$ cat config.mk
export PLATFORM = sky130hd
export DESIGN_NAME = key_encoder8_3
export DESIGN_NICKNAME = d
export VERILOG_FILES = /design/src/rtl/key_encoder8_3.sv
export SDC_FILE = /design/constraint.sdc
export NUM_CORES = 1
export LEC_CHECK = 0
export BUFFER_PORTS_ARGS = -buffer_cell sky130_fd_sc_hd__buf_4
export CAP_MARGIN = 5
export CORE_UTILIZATION = 60
export DETAILED_ROUTE_END_ITERATION = 16
export GPL_TIMING_DRIVEN = 0
export PLACE_DENSITY = 0.79
export SYNTH_ARGS = -nofsm -noshare
export SYNTH_HDL_FRONTEND = slang
export SYNTH_SLANG_ARGS = --single-unit
$ cat constraint.sdc
create_clock -name clk -period 3.1 [get_ports clk]
set_input_delay 0.31 -clock clk [delete_from_list [all_inputs] [get_ports clk]]
set_output_delay 0.31 -clock clk [all_outputs]
set_load 0.005 [all_outputs]
$ cat src/rtl/key_encoder8_3.sv
// rtl/key_encoder8_3.sv - synchronise, debounce and priority-encode 8 active-low keys into a 3-bit code
module key_encoder8_3 #(
    parameter int DEBOUNCE_CYC = 1000000
) (
    input  logic       clk,
    input  logic       rst,
    input  logic [7:0] btn_n,
    output logic [2:0] code,
    output logic       valid,
    output logic       pressed,
    output logic       multi
);

    localparam int CNT_W = $clog2(DEBOUNCE_CYC);
    localparam logic [CNT_W-1:0] CNT_MAX = CNT_W'(DEBOUNCE_CYC - 1);

    typedef enum logic {
        IDLE,
        HELD
    } state_t;

    logic [7:0]       s1_q, s2_q, last_q, stable_q;
    logic [CNT_W-1:0] cnt_q;
    state_t           state_q, state_d;
    logic [2:0]       code_q, code_d;
    logic             valid_q, valid_d;
    logic             pressed_q, pressed_d;
    logic             multi_q, multi_d;

    logic [7:0]       act;
    logic [2:0]       prio;
    logic             act_multi;

    always_ff @(posedge clk) begin
        if (rst) begin
            s1_q      <= 8'hFF;
            s2_q      <= 8'hFF;
            last_q    <= 8'hFF;
            stable_q  <= 8'hFF;
            cnt_q     <= '0;
            state_q   <= IDLE;
            code_q    <= 3'd0;
            valid_q   <= 1'b0;
            pressed_q <= 1'b0;
            multi_q   <= 1'b0;
        end else begin
            s1_q <= btn_n;
            s2_q <= s1_q;
            // Any bit moving restarts the window for the whole vector; the counter saturates.
            if (s2_q != last_q) begin
                last_q <= s2_q;
                cnt_q  <= '0;
            end else if (cnt_q == CNT_MAX) begin
                stable_q <= last_q;
            end else begin
                cnt_q <= cnt_q + 1'b1;
            end
            state_q   <= state_d;
            code_q    <= code_d;
            valid_q   <= valid_d;
            pressed_q <= pressed_d;
            multi_q   <= multi_d;
        end
    end

    assign act = ~stable_q;

    always_comb begin
        prio = 3'd0;
        for (int i = 7; i >= 0; i--) begin
            if (act[i]) begin
                prio = 3'(i);
            end
        end
    end

    // More than one bit set iff clearing the lowest set bit leaves something behind.
    assign act_multi = (act & (act - 8'd1)) != 8'd0;

    always_comb begin
        state_d   = state_q;
        code_d    = code_q;
        valid_d   = 1'b0;
        pressed_d = pressed_q;
        multi_d   = multi_q;
        case (state_q)
            IDLE: begin
                if (act != 8'd0) begin
                    code_d    = prio;
                    multi_d   = act_multi;
                    valid_d   = 1'b1;
                    pressed_d = 1'b1;
                    state_d   = HELD;
                end
            end
            HELD: begin
                if (act == 8'd0) begin
                    pressed_d = 1'b0;
                    state_d   = IDLE;
                end
            end
            default: begin
                state_d = IDLE;
            end
        endcase
    end

    assign code    = code_q;
    assign valid   = valid_q;
    assign pressed = pressed_q;
    assign multi   = multi_q;

endmodule
==> key figures <==
Logic synthesis
  • Area leader, netlist: dfxtp_1
  • Syn_area_per_cell: 9.511 um2
  • Number of library cell types mapped by synthesis: 36
  • Mapped Area: 0.002387 mm2
  • Cell with the most instances after synthesis: dfxtp_1
  • Mapped Cells: 251
  • Synth warnings: 0
  • Share of the synthesized area in the top cell type: 0.4948
  • Asr flop ratio synth: 0
  • Cells taking the most area after synthesis: dfxtp_1 (49%), or2_2 (6.3%), xor2_1 (6.2%), o211ai_2 (4.2%), nor2_1 (4.1%)
  • Synth Flop Type: dfxtp_1
  • EDFF count, synth: 0
  • Sequential-to-total area share from yosys stat: 0.4948
  • #FFs+latches synth: 59
  • Post-synth net total: 264
  • Synth cell count leaders: dfxtp_1 (59), nor2_1 (26), or2_2 (24)

Routing
  • Via count: 1,726
  • M1 wire length: 1.961 mm
  • Post-route DRC: 0
  • Met3 Routed Length: 163 um
  • First DRT Iteration DRCs: 141
  • WL/cell: 12.60 um
  • Uppermost layer routed: met4
  • Met2 Wirelength: 1.995 mm
  • Total wire length: 4.158 mm
  • DR vias/cell: 5.230
  • Drt pass-1 iters: 4
  • Antenna viol nets, final: 0

Finish
  • Post-route cell area: 0.002739 mm2
  • Area Overhead vs Synth: 14.73%
  • Number of diodes: 0
  • Area of the multi-input gates: 0.001120 mm2
  • Post-Route Utilization: 0.7316
  • Fraction of layout cells with a size suffix above 1: 0.2553
  • Fillers: 288
  • Storage element area: 0.001181 mm2
  • NumNets Final: 290

Critical path
  • CP Cell Sequence: or4b_4 > nor4_4 > nand4_4 > buf_6 > nand2_2 > o211ai_2
  • CP endpoint kind: flop
  • Worst path bufs/invs: 1
  • R2R Setup Slk: 0.97 ns
  • Largest stage delay, worst path: 0.57 ns
  • RR Startpoint: cnt_q[8]
  • CP Launch Type: flop
  • Crit-path leading delay family: simple AND/OR/NAND/NOR gates
  • Worst EP required: 3.29 ns
  • Crit path max-delay cell type: or4b_4
  • Worst path arrival time: 2.31 ns
  • Reg2Reg Depth: 6
  • Critical setup path kind: reg -> reg
  • R2r endpoint: stable_q[7]
  • Critical path startpoint: cnt_q[8]
  • Worst-path maximum fanout: 10

Worst hold path
  • Worst Hold Path EP: s1_q[1]
  • Hold path cells: 2
  • HP Class: in -> reg
  • Hold Path Origin: btn_n[1]

Timing
  • Fmax: 0.4702 GHz
  • Slew Viols, Final: 0
  • # setup viols final: 0
  • Clock skew: 0.002827 ns
  • Slew margin rel.: 0.4648
  • RSZ-0062 raised after global routing: no
  • Slew at the pin closest to its max-slew limit: 0.7954 ns
  • Final WS setup: 0.9734 ns
  • Part of the cycle the worst path needs: 0.6860
  • Setup TNS: 0 ns
  • Final hold violations: 0
  • Worst hold slack: 0.1585 ns
  • Min Tclk post-route: 2.127 ns

Die
  • Ports: 16
  • Area of the die: 0.004235 mm2
  • Die Y: 65.08 um
  • Std cell rows: 22
  • CORE AREA: 0.003744 mm2
  • Starting Density: 0.6377
  • Die width: 65.08 um

Power
  • Max IR drop VDD: 0.4030 mV
  • Power Density: 527.1 mW/mm2
  • Lkg Pwr: 0.001133 uW

Job
  • Max Cap Violations: 0

Global routing
  • Global-route wire length before repair: 7.245 mm
  • Total grt overflow: 0
  • Largest net degree at the start of global routing: 12
  • Initial antenna violation count: 0
  • Total GRT Usage: 0.2330
  • Number of global-route vias before repair: 1,671

Clock network
  • # Post-CTS Setup Buffers: 0
  • Number of buffers created by CTS: 9
  • Worst-Skew Late Latency: 0.33 ns
  • Clock Sinks: 59
  • Post-cts resize count: 0
  • CTS tree: yes
  • Clock Tree Root: clkbuf_8
  • H-tree Lvls: 3
  • Clock transition at path regs: 0.07 ns
  • CTS Buffer Depth: 2
  • Post-CTS Hold Buffers: 0

Place
  • PortBufs: 15
  • Placer Congestion: 0.7399
  • Placed wire-length estimate: 2.865 mm
  • DP Area: 0.002560 mm2
  • Worst slack at placement: 0.9559 ns

Run status
  • Status: finished, final reports clean
## cells in the final DEF (no fill, tap or decap), types with 2 or more instances in the layout
master and instances:
dfxtp_1 59, nor2_1 26, or2_2 24, nand2_1 20, xor2_1 17, nand3_1 16
buf_4 15, inv_1 13, a21oi_1 10, clkbuf_8 10, o211ai_2 8, clkbuf_1 7
and3_1 5, xnor2_1 5, nand4_1 5, nor4_1 4, o21ai_0 4, ha_1 3
clkinvlp_4 3, or4b_4 2, nor3b_1 2, nand2b_1 2, nand2_2 2, a211oi_1 2
clkinv_2 2
## routing by layer
| layer | up-vias | global-route usage |
|---|---|---|
| li1 | 898 | - |
| met5 | - | 0 |
| met1 | 793 | 0.2816 |
| met2 | 31 | 0.3607 |
| met3 | 4 | 0.07570 |
| met4 | 0 | 0.1359 |
## area by class of cell
type / instances / area share
buffer: 8 / 0.01370
clock buffer: 10 / 0.05025
clock inverter: 6 / 0.01508
inverter: 13 / 0.01782
multi-input combinational: 171 / 0.4089
sequential: 59 / 0.4312
tap: 48 / 0.02193
timing repair buffer: 15 / 0.04111
## flip-flops by register name, summed over array words and instances (netlist names)
register / count
valid: 1
state_q: 1
s2_q: 8
code: 3
s1_q: 8
last_q: 8
stable_q: 8
cnt_q: 20
pressed: 1
multi: 1
## cell families (layout without fill, tap and decap cells)
logic type | after synthesis | after routing | synth area share
fa+ha+maj | 4 | 4 | 0.01992
compound gates | 29 | 29 | 0.09592
xor+xnor | 22 | 22 | 0.08071
flops | 59 | 59 | 0.4948
buf+inv | 21 | 52 | 0.03617
simple gates | 116 | 116 | 0.2725
## report_power, final
part           internal, uW  leakage, uW  switching [uW]
clock                   309    0.0000843             303
combinational          23.7     0.000568            28.5
sequential              772     0.000481            7.20
total                  1100      0.00113             339
## worst max path at each step
stage	endpoint	slack [ns]	depth (start not counted)
after floorplan	stable_q[6]	1.16	6
after global placement	stable_q[6]	0.97	6
after detailed placement	stable_q[6]	0.96	6
after CTS	stable_q[6]	0.95	6
after global routing	stable_q[7]	0.84	6
final	stable_q[7]	0.97	6
## metrics by stage
step	power [uW]	cells
after floorplan	828.4	251
after CTS	1456	330
after detailed placement	847.9	314
after global placement	845.5	314
final	1444	330
after global routing	1498	330
No activity file was read; power rests on OpenSTA's default activity.
